$ cat src/rtl/mic_pair_framer_pkg.sv
// Shared widths and helpers for the microphone stereo-pair framer.
// DATAWIDTH_DEF is the default per-channel sample width used by the top level.
package mic_pair_framer_pkg;

    localparam int DATAWIDTH_DEF = 24;
    localparam int SEQ_W         = 16;
    localparam int DROP_W        = 8;

    typedef logic [SEQ_W-1:0]  seq_t;
    typedef logic [DROP_W-1:0] drop_t;

    // Drop counter holds at all-ones instead of wrapping back to zero.
    function automatic drop_t drop_sat_inc(input drop_t v);
        return (v == '1) ? v : drop_t'(v + 1'b1);
    endfunction

endpackage

$ cat src/rtl/mic_pair_framer_fifo.sv
// First-word-fall-through synchronous FIFO holding captured stereo pairs.
// A push while full is accepted only when a pop frees the head slot in the same cycle.
import mic_pair_framer_pkg::*;

module sync_fifo_fwft #(
    parameter int WIDTH = 2 * DATAWIDTH_DEF + SEQ_W,
    parameter int DEPTH = 4
) (
    input  logic             clk,
    input  logic             rst_n,
    input  logic             push,
    input  logic [WIDTH-1:0] push_data,
    input  logic             pop,
    output logic [WIDTH-1:0] head,
    output logic             full,
    output logic             empty
);

    localparam int PTR_W = $clog2(DEPTH);
    localparam int CNT_W = PTR_W + 1;

    logic [WIDTH-1:0] mem [DEPTH];
    logic [PTR_W-1:0] wr_ptr;
    logic [PTR_W-1:0] rd_ptr;
    logic [CNT_W-1:0] count;
    logic             do_push;
    logic             do_pop;

    assign full    = (count == CNT_W'(DEPTH));
    assign empty   = (count == '0);
    assign do_pop  = pop & ~empty;
    assign do_push = push & (~full | do_pop);

    // Storage is not reset; the head is masked to zero while empty instead.
    assign head = empty ? '0 : mem[rd_ptr];

    always_ff @(posedge clk) begin
        if (do_push) begin
            mem[wr_ptr] <= push_data;
        end
    end

    // Pointers wrap naturally because DEPTH is a power of two.
    always_ff @(posedge clk or negedge rst_n) begin
        if (!rst_n) begin
            wr_ptr <= '0;
            rd_ptr <= '0;
            count  <= '0;
        end else begin
            if (do_push) begin
                wr_ptr <= wr_ptr + 1'b1;
            end
            if (do_pop) begin
                rd_ptr <= rd_ptr + 1'b1;
            end
            case ({do_push, do_pop})
                2'b10:   count <= count + 1'b1;
                2'b01:   count <= count - 1'b1;
                default: count <= count;
            endcase
        end
    end

endmodule

$ cat src/rtl/mic_pair_framer.sv
// Frames left/right I2S samples into sequence-numbered stereo pairs on a
// valid/ready stream, counting pairs dropped when the buffer is full.
import mic_pair_framer_pkg::*;

module mic_pair_framer #(
    parameter int DATAWIDTH  = DATAWIDTH_DEF,
    parameter int FIFO_DEPTH = 4
) (
    input  logic                   clk_mic,
    input  logic                   rst_n,
    input  logic                   enable,
    input  logic                   ws,
    input  logic [DATAWIDTH-1:0]   l_data,
    input  logic [DATAWIDTH-1:0]   r_data,
    input  logic                   recv_over,
    output logic                   m_valid,
    input  logic                   m_ready,
    output logic [2*DATAWIDTH-1:0] m_data,
    output logic [SEQ_W-1:0]       m_seq,
    output logic                   ovf,
    input  logic                   clr_ovf,
    output logic [DROP_W-1:0]      drop_cnt
);

    localparam int ENTRY_W = 2 * DATAWIDTH + SEQ_W;

    logic               recv_over_d;
    seq_t               seq_cnt;
    logic               pair_done;
    logic               capture;
    logic               pop;
    logic               overflow;
    logic               full;
    logic               empty;
    logic [ENTRY_W-1:0] head;

    // The falling edge of recv_over during the right half means both samples are final.
    assign pair_done = recv_over_d & ~recv_over & ws;
    assign capture   = pair_done & enable;
    assign m_valid   = ~empty;
    assign pop       = m_valid & m_ready;
    assign overflow  = capture & full & ~pop;

    assign m_data = head[ENTRY_W-1:SEQ_W];
    assign m_seq  = head[SEQ_W-1:0];

    sync_fifo_fwft #(
        .WIDTH (ENTRY_W),
        .DEPTH (FIFO_DEPTH)
    ) u_fifo (
        .clk       (clk_mic),
        .rst_n     (rst_n),
        .push      (capture),
        .push_data ({l_data, r_data, seq_cnt}),
        .pop       (pop),
        .head      (head),
        .full      (full),
        .empty     (empty)
    );

    always_ff @(posedge clk_mic or negedge rst_n) begin
        if (!rst_n) begin
            recv_over_d <= 1'b0;
            seq_cnt     <= '0;
            ovf         <= 1'b0;
            drop_cnt    <= '0;
        end else begin
            recv_over_d <= recv_over;
            // Dropped pairs still consume a sequence number so gaps stay visible downstream.
            if (capture) begin
                seq_cnt <= seq_cnt + 1'b1;
            end
            if (overflow) begin
                ovf      <= 1'b1;
                drop_cnt <= clr_ovf ? drop_t'(1) : drop_sat_inc(drop_cnt);
            end else if (clr_ovf) begin
                ovf      <= 1'b0;
                drop_cnt <= '0;
            end
        end
    end

endmodule

$ cat config.mk
export PLATFORM = sky130hd
export DESIGN_NAME = mic_pair_framer
export DESIGN_NICKNAME = d
export VERILOG_FILES = /design/src/rtl/mic_pair_framer_pkg.sv /design/src/rtl/mic_pair_framer_fifo.sv /design/src/rtl/mic_pair_framer.sv
export SDC_FILE = /design/constraint.sdc
export NUM_CORES = 1
export LEC_CHECK = 0
export BUFFER_PORTS_ARGS = -buffer_cell sky130_fd_sc_hd__buf_2
export CAP_MARGIN = 20
export CELL_PAD_IN_SITES_DETAIL_PLACEMENT = 0
export CELL_PAD_IN_SITES_GLOBAL_PLACEMENT = 1
export CORE_MARGIN = 4
export CORE_UTILIZATION = 54
export CTS_CLUSTER_DIAMETER = 50
export DETAILED_ROUTE_END_ITERATION = 10
export PLACE_DENSITY_LB_ADDON = 0.1
export SLEW_MARGIN = 5
export SYNTH_ARGS = -nofsm -noshare
export SYNTH_HDL_FRONTEND = slang
export SYNTH_SLANG_ARGS = --single-unit
$ cat constraint.sdc
create_clock -name clk_mic -period 6.16 [get_ports clk_mic]
set_input_delay 0 -clock clk_mic [delete_from_list [all_inputs] [get_ports clk_mic]]
set_output_delay 0 -clock clk_mic [all_outputs]
set_load 0.1 [all_outputs]
## Word level (Yosys, flattened, before mapping)

Memories as Yosys holds them, arrays and structs flattened.
Cells that the tools add are included.

| word-level totals | value |
|---|---|
| bits in registers | 33 |
| memory bits (writable) | 256 |
| output and inout bits | 74 |
| memories kept | 1 |

| cells by class | value |
|---|---|
| add/subtract/negate cells | 6 |
| equality and inequality tests | 5 |
| mux-type cells | 10 |
| bitwise operators | 13 |
| reduce and logical (&&, ||, !) cells | 4 |

Memory list:

| name | words | bits a word | rd ports | clocked after memory_dff | write ports | RTL line | source |
|---|---|---|---|---|---|---|---|
| u_fifo.mem | 4 | 64 | 1 | 0 | 1 | mic_pair_framer_fifo.sv:22 | `logic [WIDTH-1:0] mem [DEPTH];` |

Operators by type and width:

| cell | number |
|---|---|
| $mux W64 | 1 |
| $mux W8 | 4 |
| $add A16 B1 Y16 const B | 1 |
| $add A8 B1 Y8 const B | 1 |
| $and A1 B1 Y1 | 8 |
| $eq A8 B8 Y1 const B | 1 |
| $pmux W3 S2 | 1 |
| $add A2 B1 Y2 const B | 2 |
| $mux W1 | 4 |
| $not A1 Y1 | 4 |
| $reduce_bool A2 Y1 | 2 |
| $add A3 B1 Y3 const B | 1 |
| $eq A3 B3 Y1 const B | 1 |
| $logic_not A3 Y1 | 1 |
| $sub A3 B1 Y3 const B | 1 |
| $eq A2 B1 Y1 const B | 1 |
| $eq A2 B2 Y1 const B | 1 |
| $ne A2 B2 Y1 const B | 1 |
| $reduce_and A2 Y1 | 1 |
| $or A1 B1 Y1 | 1 |

## Longest topological paths before layout

| depth | value |
|---|---|
| depth after elaboration | 8 |
| depth in mapped cells | 9 |

## Hierarchy

From an unflattened synthesis, not the netlist that was laid out.

| unflattened totals | value |
|---|---|
| cell total of the unflattened synthesis | 563 |
| area, all modules | 11353.4 µm² |

Modules (own cells, without submodules):

| module | times used | cells an instance | area an instance (µm²) | sequential area each (µm²) |
|---|---|---|---|---|
| sync_fifo_fwft | 1 | 444 | 10083.4 | 7862.5 |
| mic_pair_framer | 1 | 119 | 1270.0 | 650.6 |

## Worst setup path after synthesis

Ideal clock, no wire load.

| timing | value |
|---|---|
| path kind | flip-flop to flip-flop |
| start | reg recv_over_d |
| end | mem u_fifo.mem[0][0] in the netlist's numbering (enable) |
| library setup time | 0.429 ns |
| data arrival time | 2.503 ns |
| setup slack | 3.228 ns |
| cell stages (with the launch flop) | 4 |
| period minus slack after synthesis | 2.932 ns |
| cells stage by stage | dfrtp_1 > nand4b_2 > nor2_1 > and2_1 |

| on the way | value |
|---|---|
| word-level cells in the longest chain between the ends | 6 |

Ends and longest elaborated chain:

| element | RTL line | source |
|---|---|---|
| start, declared | mic_pair_framer.sv:27 | `logic recv_over_d;` |
| start signal, assigned | mic_pair_framer.sv:68 | `recv_over_d <= recv_over;` |
| $and A1 B1 Y1 (2 in series) | mic_pair_framer.sv:38 | `assign pair_done = recv_over_d & ~recv_over & ws;` |
| $and A1 B1 Y1 | mic_pair_framer.sv:39 | `assign capture = pair_done & enable;` |
| $and A1 B1 Y1 | mic_pair_framer_fifo.sv:32 | `assign do_push = push & (~full \| do_pop);` |
| $mux W1 | mic_pair_framer_fifo.sv:38 | `if (do_push) begin` |
| $mux W1 (not written as such) | mic_pair_framer_fifo.sv:39 | `mem[wr_ptr] <= push_data;` |
| end, declared | mic_pair_framer_fifo.sv:22 |  |

No other way between the ends.

## Worst setup path after layout

| timing | value |
|---|---|
| start | reg u_fifo.rd_ptr[0] |
| end | out m_seq[2] |

| on the way | value |
|---|---|
| word-level cells in the longest chain between the ends | 2 |

Ends and longest elaborated chain:

| element | RTL line | source |
|---|---|---|
| start, declared | mic_pair_framer_fifo.sv:24 | `logic [PTR_W-1:0] rd_ptr;` |
| start signal, assigned | mic_pair_framer_fifo.sv:54 | `rd_ptr <= rd_ptr + 1'b1;` |
| $mem_v2 Z4 W64 | -- |  |
| $mux W64 | mic_pair_framer_fifo.sv:35 | `assign head = empty ? '0 : mem[rd_ptr];` |
| end, declared | mic_pair_framer.sv:19 | `output logic [SEQ_W-1:0] m_seq,` |

No other way between the ends.

==> impl_metrics.yaml <==
status:
  status: "complete, no violations"
synth:
  synth.area.top_cells: "edfxtp_1 68%, mux4_2 13%, dfrtp_1 7.3%"
  yosysWarnings: 0
  async_flop_share_pct: 11.4
  synth_cells: 554
  synth.largest_area_cell: "edfxtp_1"
  syn-cell-area_mm2: 0.0113
  ys_seq_area_share_pct: 75.5
  synth_most_common_cell: "edfxtp_1"
  synth_cell_types: 36
  synth.top_cell.area_share_pct: 68.2
  synth-seq-cells: 289
  yosys_most_used_dff: "edfxtp_1"
  syn_area_per_cell_um2: 20.4
  synthTopCellsByCount: "256 x edfxtp_1, 69 x and2_1, 64 x mux4_2, 33 x dfrtp_1, 16 x nand2_1"
  synth_edf_count: 256
  synthesis.nets: 617
detailed_routing:
  drt_iter0_markers: 272
  viasPerCell: 5.48
  drc: 0
  dr.pass1.iters: 4
  routed_wl_um: 20900
  ant_nets: 0
  routedWlPerCell_um: 20.0
  dr_total_vias: 5716
cells_and_area:
  area_delta_synth_final_pct: 21.2
  antenna_cells: 0
  final_cells: 1043
  drive_gt1_share_pct: 32.9
  postLayoutCellArea_mm2: 0.0137
  final_core_util_pct: 67.1
  nNetsFinal: 812
place:
  dpl.cell_count: 931
  dpl_cell_area_mm2: 0.0122
  globalplace.congestion: 0.794
  port_buffers: 128
  place_hpwl_um: 11400
cts:
  cts_buffer_depth: 3
  path_clk_slew_ps: 60
  cts_max_level: 1
  cts_tree: "yes"
  post_cts_buffers: 0
  root_buffer: "clkbuf_16"
  cts_made_buffers: 31
  cts_sinks: 289
  clkLatencyLatePin_ps: 530
worst_hold_path:
  hp-class: "input port to async pin"
setup_path:
  arrival_ps: 3170
  crit_path_start_kind: "register"
  endpoint_kind: "output port"
  cp.required_ps: 6160
  worstPathMaxFanout: 40
  critPathKind: "register to output port"
global_route:
  grt_pass1_wl_um: 34200
  gr-total-overflow: 0
  grt_max_degree: 66
  grt_pass1_vias: 6281
  grt_antenna_before_repair: 0
  grtUsageTotal_pct: 18.2
sta:
  rsz0062_at_grt: "no"
  hold_viol: 0
  fin_skew_ps: 6.47
  setup_viol_count_final: 0
  fin_crit_ps: 3170
  fmax_ghz: 0.315
  setup-tns-final_ps: 0
  period_share_pct: 51.5
  worstMarginPinSlew_ps: 1030
  relSlewSlack_pct: 31.5
  slew_viol_final: 0
floorplanning:
  die_area_mm2: 0.0233
  initial_core_util_pct: 55.4
  num_io_pins: 129
  std_cell_rows: 52
  die_h_um: 153
  fp.dieW_um: 153
  design.core.area_mm2: 0.0204
run:
  maxCapViolations: 0
## routing by layer
layer / part of all wire, % / vias to the layer above / GRT usage (%) / routed length (um)
met5: 0 / - / 0 / 0
met3: 4.4 / 28 / 2.98 / 913
met4: 1.5 / 0 / 4.20 / 312
li1: - / 2587 / - / -
met2: 52 / 143 / 31.9 / 11000
met1: 42 / 2958 / 24.4 / 8730
## flip-flops by register name, indices dropped and copies added, names as in the netlist
| name | flops |
|---|---|
| u_fifo.rd_ptr | 2 |
| u_fifo.mem | 256 |
| ovf | 1 |
| recv_over_d | 1 |
| u_fifo.count | 3 |
| u_fifo.wr_ptr | 2 |
| drop_cnt | 8 |
| seq_cnt | 16 |
## path summary, 6_finish.rpt
kind,cells past startpoint,endpoint,slack [ps],start
worst max-delay path,4,m_seq[2],2990,u_fifo.rd_ptr[0]
worst min-delay path,2,seq_cnt[10],90,rst_n
worst max register to register,3,u_fifo.mem[1][16],3590,recv_over_d
worst min register to register,1,u_fifo.count[2],510,u_fifo.count[2]
max in group asynchronous,2,u_fifo.rd_ptr[0],5460,rst_n
min in group clk_mic,2,recv_over_d,150,recv_over
## through the flow
stage	hold WS (ps)	setup slack, ps
after floorplan	-296	3230
after detailed placement	137	3410
after CTS	115	2840
after global placement	121	3430
final	92.5	2990
after global routing	164	2700
## repair_timing
action,4_1_cts,5_1_grt
resized for setup,0,0
hold buffers,55,0
endpoints found under the hold margin,239,0
## cell families (layout without fill, tap and decap cells)
kind of cell	after synthesis	in the layout	share of synthesized area, %
xor gates and xnor gates	22	22	1.71
buffers and inverters	32	251	1.25
AOI/OAI and AO/OA	14	14	0.943
muxes	66	66	13.0
DFF	289	289	75.5
adders and majority gates	8	8	0.954
and+or+nand+nor	123	123	6.71
## critical path, cell delays in order (launching register included)
cell     delay (ps)
dfrtp_4         800
buf_4           740
mux4_2          580
and2_1          200
buf_2           300
## area by class of cell
| class | instances | area, um2 |
|---|---|---|
| clock inverters | 18 | 101 |
| fillers | 1368 | 6690 |
| repair buffers | 185 | 1210 |
| flip-flops and latches | 289 | 8520 |
| multi-input cells | 233 | 2640 |
| clock buffers | 39 | 836 |
| inverters | 9 | 33.8 |
| well taps | 270 | 338 |
## placed cells by master, fill, tap and decap left out, types with 3 or more instances in the layout
cell           count
and2_1            65
and2_4             4
and3_1             4
buf_2            128
clkbuf_1           5
clkbuf_16         31
clkbuf_8           3
clkinv_1           4
clkinv_2           9
dfrtp_1           31
dlygate4sd3_1     55
edfxtp_1         256
ha_1               7
inv_1              9
mux4_2            64
nand2_1           16
nand3_1            9
nand4_1            4
nor2_1             7
o21ai_0            5
or3_1              3
xnor2_1           12
xor2_1            10
Power is left out: the tool's default activity adds up to more than one toggle a clock period on the data nets, which glitch-free logic cannot reach.
